`config.mk`:
```
export PLATFORM = sky130hd
export DESIGN_NAME = ascon_axil_master
export DESIGN_NICKNAME = d
export VERILOG_FILES = /design/src/rtl/ascon_axil_master.sv
export SDC_FILE = /design/constraint.sdc
export NUM_CORES = 1
export LEC_CHECK = 0
export CORE_ASPECT_RATIO = 1.4
export CORE_MARGIN = 1
export CORE_UTILIZATION = 38
export DETAILED_ROUTE_END_ITERATION = 16
export PLACE_DENSITY_LB_ADDON = 0.2
export SYNTH_ARGS = -nofsm -noshare
export SYNTH_HDL_FRONTEND = slang
export SYNTH_SLANG_ARGS = --single-unit
```
`constraint.sdc`:
```
create_clock -name m00_axi_aclk -period 1.8 [get_ports m00_axi_aclk]
set_input_delay 0.45 -clock m00_axi_aclk [delete_from_list [all_inputs] [get_ports m00_axi_aclk]]
set_output_delay 0.45 -clock m00_axi_aclk [all_outputs]
set_load 0.02 [all_outputs]
```
`src/rtl/ascon_axil_master.sv`:
```
// ---------------------------------------------------------------------------
// ascon_axil_master
//
// Turns a simple valid/ready command port into single AXI4-Lite transactions
// and returns each result on a valid/ready response port. Only one
// transaction is in flight at a time.
//
// Ports
//   m00_axi_aclk, m00_axi_areset       clock, synchronous active-high reset
//   cmd_valid/ready, cmd_we, cmd_addr,
//   cmd_wdata, cmd_wstrb               command (we=1 write, we=0 read)
//   rsp_valid/ready, rsp_rdata,
//   rsp_resp                           response (rdata is 0 for writes)
//   m00_axi_aw*/w*/b*/ar*/r*           AXI4-Lite master channels
//
// Build option
//   ASCON_AXIL_MASTER_TIMEOUT_EN  when defined, a watchdog aborts a transaction
//   after TIMEOUT_CYCLES cycles in one bus state and answers SLVERR (2'b10).
//   When undefined the master waits forever and TIMEOUT_CYCLES is unused.
// ---------------------------------------------------------------------------
module ascon_axil_master #(
    parameter int C_M00_AXI_ADDR_WIDTH = 7,
    parameter int C_M00_AXI_DATA_WIDTH = 32,
    parameter int TIMEOUT_CYCLES       = 256
) (
    input  logic                                m00_axi_aclk,
    input  logic                                m00_axi_areset,
    input  logic                                cmd_valid,
    output logic                                cmd_ready,
    input  logic                                cmd_we,
    input  logic [C_M00_AXI_ADDR_WIDTH-1:0]     cmd_addr,
    input  logic [C_M00_AXI_DATA_WIDTH-1:0]     cmd_wdata,
    input  logic [C_M00_AXI_DATA_WIDTH/8-1:0]   cmd_wstrb,
    output logic                                rsp_valid,
    input  logic                                rsp_ready,
    output logic [C_M00_AXI_DATA_WIDTH-1:0]     rsp_rdata,
    output logic [1:0]                          rsp_resp,
    output logic [C_M00_AXI_ADDR_WIDTH-1:0]     m00_axi_awaddr,
    output logic [2:0]                          m00_axi_awprot,
    output logic                                m00_axi_awvalid,
    input  logic                                m00_axi_awready,
    output logic [C_M00_AXI_DATA_WIDTH-1:0]     m00_axi_wdata,
    output logic [C_M00_AXI_DATA_WIDTH/8-1:0]   m00_axi_wstrb,
    output logic                                m00_axi_wvalid,
    input  logic                                m00_axi_wready,
    input  logic [1:0]                          m00_axi_bresp,
    input  logic                                m00_axi_bvalid,
    output logic                                m00_axi_bready,
    output logic [C_M00_AXI_ADDR_WIDTH-1:0]     m00_axi_araddr,
    output logic [2:0]                          m00_axi_arprot,
    output logic                                m00_axi_arvalid,
    input  logic                                m00_axi_arready,
    input  logic [C_M00_AXI_DATA_WIDTH-1:0]     m00_axi_rdata,
    input  logic [1:0]                          m00_axi_rresp,
    input  logic                                m00_axi_rvalid,
    output logic                                m00_axi_rready
);

    localparam int AW = C_M00_AXI_ADDR_WIDTH;
    localparam int DW = C_M00_AXI_DATA_WIDTH;
    localparam int SW = DW / 8;

    typedef enum logic [2:0] {
        S_IDLE,
        S_WR,
        S_WR_RESP,
        S_RD_ADDR,
        S_RD_DATA,
        S_RSP
    } state_t;

    state_t          state_q, state_d;
    logic [AW-1:0]   addr_q, addr_d;
    logic [DW-1:0]   wdata_q, wdata_d;
    logic [SW-1:0]   wstrb_q, wstrb_d;
    logic            awvalid_q, awvalid_d;
    logic            wvalid_q, wvalid_d;
    logic [DW-1:0]   rdata_q, rdata_d;
    logic [1:0]      resp_q, resp_d;

`ifdef ASCON_AXIL_MASTER_TIMEOUT_EN
    localparam int CNT_W = $clog2(TIMEOUT_CYCLES + 1);
    logic [CNT_W-1:0] cnt_q, cnt_d;
    logic             busy;
`endif

    always_comb begin
        state_d   = state_q;
        addr_d    = addr_q;
        wdata_d   = wdata_q;
        wstrb_d   = wstrb_q;
        awvalid_d = awvalid_q;
        wvalid_d  = wvalid_q;
        rdata_d   = rdata_q;
        resp_d    = resp_q;

        unique case (state_q)
            S_IDLE: begin
                if (cmd_valid) begin
                    addr_d  = cmd_addr;
                    wdata_d = cmd_wdata;
                    wstrb_d = cmd_wstrb;
                    if (cmd_we) begin
                        state_d   = S_WR;
                        awvalid_d = 1'b1;
                        wvalid_d  = 1'b1;
                    end else begin
                        state_d = S_RD_ADDR;
                    end
                end
            end
            S_WR: begin
                // AW and W complete independently, in either order or together.
                if (awvalid_q && m00_axi_awready) awvalid_d = 1'b0;
                if (wvalid_q && m00_axi_wready)   wvalid_d  = 1'b0;
                if (!awvalid_d && !wvalid_d)      state_d   = S_WR_RESP;
            end
            S_WR_RESP: begin
                if (m00_axi_bvalid) begin
                    resp_d  = m00_axi_bresp;
                    rdata_d = '0;
                    state_d = S_RSP;
                end
            end
            S_RD_ADDR: begin
                if (m00_axi_arready) state_d = S_RD_DATA;
            end
            S_RD_DATA: begin
                if (m00_axi_rvalid) begin
                    rdata_d = m00_axi_rdata;
                    resp_d  = m00_axi_rresp;
                    state_d = S_RSP;
                end
            end
            S_RSP: begin
                if (rsp_ready) state_d = S_IDLE;
            end
            default: state_d = S_IDLE;
        endcase

`ifdef ASCON_AXIL_MASTER_TIMEOUT_EN
        // Counter restarts whenever the state changes; it only runs while
        // the master is waiting on the bus.
        busy  = (state_q == S_WR) || (state_q == S_WR_RESP) ||
                (state_q == S_RD_ADDR) || (state_q == S_RD_DATA);
        cnt_d = '0;
        if (busy && (state_d == state_q)) begin
            if (cnt_q == CNT_W'(TIMEOUT_CYCLES - 1)) begin
                state_d   = S_RSP;
                awvalid_d = 1'b0;
                wvalid_d  = 1'b0;
                rdata_d   = '0;
                resp_d    = 2'b10;
            end else begin
                cnt_d = cnt_q + 1'b1;
            end
        end
`endif
    end

    always_ff @(posedge m00_axi_aclk) begin
        if (m00_axi_areset) begin
            state_q   <= S_IDLE;
            addr_q    <= '0;
            wdata_q   <= '0;
            wstrb_q   <= '0;
            awvalid_q <= 1'b0;
            wvalid_q  <= 1'b0;
            rdata_q   <= '0;
            resp_q    <= 2'b00;
        end else begin
            state_q   <= state_d;
            addr_q    <= addr_d;
            wdata_q   <= wdata_d;
            wstrb_q   <= wstrb_d;
            awvalid_q <= awvalid_d;
            wvalid_q  <= wvalid_d;
            rdata_q   <= rdata_d;
            resp_q    <= resp_d;
        end
    end

`ifdef ASCON_AXIL_MASTER_TIMEOUT_EN
    always_ff @(posedge m00_axi_aclk) begin
        if (m00_axi_areset) cnt_q <= '0;
        else                cnt_q <= cnt_d;
    end
`endif

    assign cmd_ready       = (state_q == S_IDLE);
    assign rsp_valid       = (state_q == S_RSP);
    assign rsp_rdata       = rdata_q;
    assign rsp_resp        = resp_q;

    assign m00_axi_awaddr  = addr_q;
    assign m00_axi_awprot  = 3'b000;
    assign m00_axi_awvalid = awvalid_q;
    assign m00_axi_wdata   = wdata_q;
    assign m00_axi_wstrb   = wstrb_q;
    assign m00_axi_wvalid  = wvalid_q;
    assign m00_axi_bready  = (state_q == S_WR_RESP);
    assign m00_axi_araddr  = addr_q;
    assign m00_axi_arprot  = 3'b000;
    assign m00_axi_arvalid = (state_q == S_RD_ADDR);
    assign m00_axi_rready  = (state_q == S_RD_DATA);

endmodule
```
==> summary.txt, run 1 <==
Status
  • Status: finished clean

Place
  • Final RePlAce weighted congestion: 0.835
  • Placed wire-length estimate: 6290 microns
  • # placed instances: 662
  • Input/output buffers: 179
  • Placed Area: 5070 sq um

Timing
  • Final Setup Violations: 0
  • Crit path time final: 1750 ps
  • Skew final: 6.81 ps
  • Slew @ Worst Pin: 496 ps
  • Fin. Hold Viols: 0
  • Fmax: between 500 and 600 MHz
  • Slew Viols, Final: 0
  • RSZ-0062 raised after global routing: no
  • Smallest hold slack: 449 ps
  • Slew headroom: 0.665
  • Crit share post-route: 0.975

Layout
  • Synthesis-to-layout area growth: 67.8%
  • Nets: 660
  • Cell area after layout: around 5400 sq um
  • Most common cell after layout, fill and taps aside: clkdlybuf4s50_1
  • Non-Filler Instances: 678
  • Final Core Density: 0.660
  • Layout cells sized above 1: 0.0764
  • Commonest non-fill, non-tap cells in the layout: clkdlybuf4s50_1, nand2_1, dfxtp_1
  • Diode count: 0

Die
  • Initial core utilization: 0.393
  • Cell row count: 39
  • Die Y: 111 microns
  • Chip width: roughly 80 microns
  • Total core area: 8200 sq um
  • I/O pin cnt: 186
  • Die area: 8870 sq um

Setup path
  • Reg2Reg Setup Slack: 270 ps
  • Worst path cell trace: clkdlybuf4s50_1
  • Crit. End Element: output pin
  • Startpoint Class: flop
  • Slowest CP cell: clkdlybuf4s50_1
  • CP delay by family, top: buffers and inverters
  • Critical path fanouts, max: 3
  • WP data required: around 1400 ps
  • Number of buffers and inverters on the critical path: 1
  • WP depth: 1
  • R2r startpoint: state_q[1]
  • R2R cell count: 6
  • Crit path kind: reg2out
  • Reg2reg end: rsp_resp[1]
  • Arrival @ worst endpoint: 1300 ps
  • Delay of the slowest critical-path stage: 620 ps

Worst hold path
  • Hold Path Stages: 2
  • Worst Hold Class: reg2reg
  • Min-delay src: rsp_rdata[4]
  • Hold Path End: rsp_rdata[4]

Power
  • Switching power: around 2.4 mW
  • Sw Share: 0.337
  • Overall power: 7.19 mW
  • Power share of the clock group: 0.296
  • Pwr dens: 1330 nW/um^2
  • Peak VDD IR: around 1.2 mV
  • Sequential power share: 0.322
  • Static leakage: 2.00 nW
  • Logic pwr share: 0.382
  • Internal power: about 4.8 mW

Route
  • DRC Markers: 0
  • WL per Instance: about 13 microns
  • Post-route ant nets: 0
  • Iteration-0 DRC Markers: just over 100
  • Routed vias/inst: 4.85
  • WL final: 9000 microns
  • Vias: roughly 3300
  • Drt pass-1 iters: 5

CTS
  • CTS buffer count: 9
  • Clock Path Buffers: 2
  • Clk sinks: between 80 and 90
  • CTS tree: built
  • CTS Root Cell: clkbuf_16
  • Clk slew on worst S/H paths: ~60 ps
  • # hold bufs at CTS: 0
  • Post-CTS setup repair buffer count: 0
  • H-tree depth: 3
  • Worst skew pair latency: 330 ps

Logic synthesis
  • Synth Register Bits: 82
  • Gate Count Post-Synth: 406
  • Register area share after synthesis: 0.509
  • Syn avg cell area: between 7 and 8 sq um
  • Synth cell types: 29
  • Syn. warnings: 0
  • Mapped cell area: 3230 sq um

GRT
  • Initial antenna violation count: 0
  • GR Util All Layers: 0.206
  • GRT overflow: 0
  • Vias in the first global route: 3145
  • Largest net degree at the start of global routing: 45
  • First-pass GRT wire length: 14400 microns

Job
  • Max_cap viols: 0
[timing repair]
action,4_1_cts,5_1_grt
pin swaps,0,0
resized for setup,19,7
setup endpoints to repair,5,5
[routing by layer]
layer	track usage	part of all wire	wire, microns
met2	0.341	0.49	4420
met1	0.232	0.39	3530
met4	0.0964	0.029	260
met5	0	0	0
met3	0.0733	0.088	791
[final cells by class]
cell class,instances,area [sq um]
fill,687,2790
timing repair buffer,194,1930
sequential,82,1650
multi-input combinational,281,1340
clock buffer,12,256
tap,102,128
clock inverter,4,97.6
inverter,3,11.3
[kinds of logic after synthesis]
kind of cell,Yosys count,share of synthesized area
DFF,82,0.509
other,1,0.00116
AOI/OAI and AO/OA,88,0.147
buffers and inverters,48,0.0815
muxes,3,0.00931
and+or+nand+nor,184,0.253
[worst reg2reg max path, stage by stage, from the launching register on]
cell and delay [ps]:
dfxtp_2 450, buf_4 190, nand3b_1 140, a21oi_4 180, buf_12 210, nor2_1 60, a211oi_1 210
[sequential cells by signal, indices dropped and copies added (netlist names)]
signal	cells
m00_axi_araddr	7
state_q	3
m00_axi_wdata	32
m00_axi_wstrb	4
m00_axi_wvalid	1
rsp_resp	2
m00_axi_awvalid	1
rsp_rdata	32
[power by group through the flow]
stage | Sequential, mW | Combinational (mW) | Clock, mW
floorplan | 2.60 | 1.35 | 0
global placement | 2.33 | 2.77 | 0
detailed placement | 2.35 | 2.80 | 0
CTS | 2.32 | 2.79 | 2.18
global route | 2.36 | 2.97 | 2.25
finish | 2.32 | 2.75 | 2.13
[synthesized netlist by cell type (all sizes together)]
master,number,area share
nand2,127,0.15
dfxtp,82,0.51
a21oi,80,0.13
buf,32,0.063
nand3,32,0.050
clkbuf,13,0.015
nor2,5,0.0058
nor3,5,0.0093
nor2b,4,0.0078
inv,3,0.0035
mux2i,3,0.0093
nand3b,3,0.011
a211oi,2,0.0047
a21o,2,0.0047
and2,2,0.0039
nor3b,2,0.0081
nor4b,2,0.0054
a2111oi,1,0.0027
a31o,1,0.0027
conb,1,0.0012
nand2b,1,0.0019
nor4,1,0.0019
o21ai,1,0.0016
o311ai,1,0.0027
[through the flow]
stage	setup TNS, ps	worst slack (ps)
after floorplan	0	188
after global placement	-173	-54.5
after detailed placement	-1020	-110
after CTS	0	7.29
after global routing	0	0.587
final	0	45.0
[worst max-delay path by stage]
stage	slack [ps]	startpoint	end
2_1_floorplan	190	state_q[1]	m00_axi_bready
3_3_place_gp	-50	state_q[0]	m00_axi_arvalid
3_5_place_dp	-110	state_q[1]	m00_axi_bready
4_1_cts	7	state_q[2]	m00_axi_arvalid
5_1_grt	0.6	m00_axi_araddr[2]	m00_axi_araddr[2]
6_report	50	m00_axi_araddr[1]	m00_axi_araddr[1]
Note: power is estimated with default switching activity, not from simulation.
==> inputs of run 2 (changes only) <==
- CAP_MARGIN: unset -> 20
- CTS_CLUSTER_DIAMETER: unset -> 200
==> results of run 2 <==
No change in the layout: final DEF, timing and power equal those of run 1.
==> inputs of run 3 (changes only) <==
- ABC_AREA: unset -> 1
- ABC_CLOCK_PERIOD_IN_PS: unset -> 1800
- CORE_UTILIZATION: 38 -> 40
==> run 3 against run 2 <==
Net effect:
- clock skew fell by 2.0 ps
- via count rose by 7.1%
- critical endpoint is now rsp_rdata[30]
- critical path type unchanged
- non-clock buffer count did not move
- clock power rose by 5%
- die area rose by 6.0%
- cell count rose by 13%
- setup slack improved by 0.96 ps
- largest cell class unchanged
- wire length rose by 6.8%
- area after synthesis rose by 12%
- sequential cell count did not move
- critical path depth did not move
==> summary.txt, run 3 <==
Timing
  • Final Setup Violations: 0 (unchanged)
  • Fin. Hold Viols: 0 (unchanged)
  • RSZ-0062 raised after global routing: no
  • Fmax: 570 MHz (about the same)
  • Crit path time final: 1750 ps (-0.959 ps)
  • Setup TNS: 0 ps (unchanged)
  • Crit share post-route: 0.974 (about the same)
  • Slew Viols, Final: 0 (unchanged)
  • Skew final: 4.76 ps (-2.05 ps)

Die
  • Die area: 9390 sq um (+6.0%)
  • Total core area: 8660 sq um (+5.6%)
  • Initial core utilization: 0.416 (+0.0226)
  • Cell row count: 40 (+2.6%)
  • Die Y: 114 microns (+3.0%)
  • Chip width: 82.2 microns (+2.9%)
  • I/O pin cnt: 186 (unchanged)

Logic synthesis
  • EDFF count, synth: 0 (unchanged)
  • Synth cell count leaders: nand2_1, dfxtp_1, inv_1, a21oi_1, nand3_1
  • Syn avg cell area: 7.37 sq um (-7.3%)
  • Register area share after synthesis: 0.456 (-0.0532)
  • Yosys top cell by area: dfxtp_1
  • Synth Register Bits: 82 (unchanged)
  • Synth top area share: 0.456 (-0.0532)
  • Gate Count Post-Synth: 489 (+20%)
  • Mapped cell area: 3600 sq um (+12%)
  • Asr flop ratio synth: 0 (unchanged)
  • Most numerous cell in the Yosys netlist: nand2_1
  • Top cells by area, synth: dfxtp_1, nand2_1, a21oi_1, inv_1, nand3_1
  • Synth Flop Type: dfxtp_1
  • Synth cell types: 24 (-17%)
  • Syn. warnings: 0 (unchanged)

Setup path
  • Worst path cell trace: clkdlybuf4s50_1
  • Number of buffers and inverters on the critical path: 1 (unchanged)
  • Reg2Reg Setup Slack: 170 ps (-100 ps)
  • Crit. End Element: output pin
  • Critical path fanouts, max: 2 (-1)
  • Crit path kind: reg2out
  • Arrival @ worst endpoint: 1300 ps (about the same)
  • WP data required: 1350 ps (about the same)
  • Delay of the slowest critical-path stage: 640 ps (+20 ps)
  • CP delay by family, top: buffers and inverters
  • Startpoint Class: flop
  • Slowest CP cell: clkdlybuf4s50_1

CTS
  • Clk slew on worst S/H paths: 60 ps (about the same)
  • CTS buffer count: 9 (unchanged)
  • CTS Root Cell: clkbuf_16
  • Post-CTS setup repair buffer count: 0 (unchanged)
  • Clock Path Buffers: 2 (unchanged)
  • CTS tree: built
  • # hold bufs at CTS: 0 (unchanged)
  • Clk sinks: 82 (unchanged)
  • H-tree depth: 3 (unchanged)
  • Worst skew pair latency: 330 ps (about the same)

Layout
  • Commonest non-fill, non-tap cells in the layout: clkdlybuf4s50_1, nand2_1, dfxtp_1
  • Synthesis-to-layout area growth: 61.0%
  • Area taken by multi-input logic gates: 1400 sq um (+4.2%)
  • Most common cell after layout, fill and taps aside: clkdlybuf4s50_1
  • Final Core Density: 0.670 (+0.00984)
  • Diode count: 0 (unchanged)
  • Filler instances: 716 (+4.2%)
  • Layout cells sized above 1: 0.0910 (+0.0147)
  • Nets: 743 (+13%)
  • Register Area: 1640 sq um (-0.15%)

Place
  • Placed wire-length estimate: 6820 microns (+8.4%)
  • Input/output buffers: 179 (unchanged)
  • Final RePlAce weighted congestion: 0.889 (+6.4%)

GRT
  • Vias in the first global route: 3310 (+5.2%)
  • GRT overflow: 0 (unchanged)
  • Initial antenna violation count: 0 (unchanged)
  • First-pass GRT wire length: 15100 microns (+5.1%)
  • Largest net degree at the start of global routing: 51 (+13%)
  • GR Util All Layers: 0.209 (+0.00281)

Power
  • Peak VDD IR: 1.32 mV (+11%)
  • Static leakage: 2.58 nW (+29%)
  • Pwr dens: 1760 nW/um^2 (+32%)
  • Overall power: 10.2 mW (+42%)

Route
  • WL per Instance: 12.6 microns (-5.2%)
  • Iteration-0 DRC Markers: 140 (+36%)
  • Routed vias/inst: 4.61 (-5.0%)
  • DRC Markers: 0 (unchanged)
  • WL final: 9610 microns (+6.8%)
  • Vias: 3524 (+7.1%)
  • Post-route ant nets: 0 (unchanged)
  • Drt pass-1 iters: 4 (-1)

Status
  • Status: finished clean

Job
  • Max_cap viols: 0 (unchanged)

Worst hold path
  • Worst Hold Class: in2reg
run 3: changes by cell type in the layout (fill, tap and decap cells not counted), moves of 5 or more:
cell and change:
clkdlybuf4s50_1 -9, dlymetal6s2s_1 +9, a21oi_2 +8, inv_1 +74, nand2_1 -27, a21oi_1 -7
nor2_1 +5, nor3_2 +9, nand3_1 +13, nor3_1 +19
run 3: power by group:
group / internal [mW] / switching (mW)
Combinational: 2.21 / 2.94
Clock: 1.53 / 0.702
Sequential: 2.45 / 0.353
run 3: cell type report:
class	instances	area share
repair buffers	194	0.338
flip-flops and latches	82	0.283
multi-input cells	288	0.241
inverters	79	0.0511
clock buffers	11	0.0418
well taps	105	0.0226
clock inverters	5	0.0216
run 3: kinds of logic after synthesis:
| group | synth area share |
|---|---|
| buffers and inverters | 0.161 |
| and+or+nand+nor | 0.254 |
| DFF | 0.456 |
| other | 0.00104 |
| AOI/OAI and AO/OA | 0.128 |
run 3: final timing paths:
check	from	to	depth (start not counted)
worst max register to register	state_q[2]	m00_axi_wdata[18]	7
worst min register to register	rsp_resp[1]	rsp_resp[1]	2
worst max-delay path	rsp_rdata[30]	rsp_rdata[30]	1
worst min-delay path	m00_axi_areset	rsp_rdata[30]	2
run 3: stage by stage:
stage                     std cells  worst slack (ps)  hold slack, ps  instance area, sq um
after floorplan                 494               396             520                  3620
after global placement          748              75.6             440                  5420
after detailed placement        748              19.7             453                  5420
after CTS                       764              6.41             438                  5790
after global routing            764              3.54             449                  5800
final                           764              46.0             450                  5800
run 3: per-layer routing:
metal  vias up  global-route usage  wire (microns)
met1      1534               0.236            3940
met3        12              0.0821             878
met2       129               0.348            4630
met5         -                   0               0
met4         0              0.0772             165
li1       1849                   -               -
run 3: repair_timing:
| item | 4_1_cts | 5_1_grt |
|---|---|---|
| endpoints found under the setup margin | 5 | 17 |
| hold endpoints to repair | 0 | 0 |
| resized for setup | 10 | 17 |
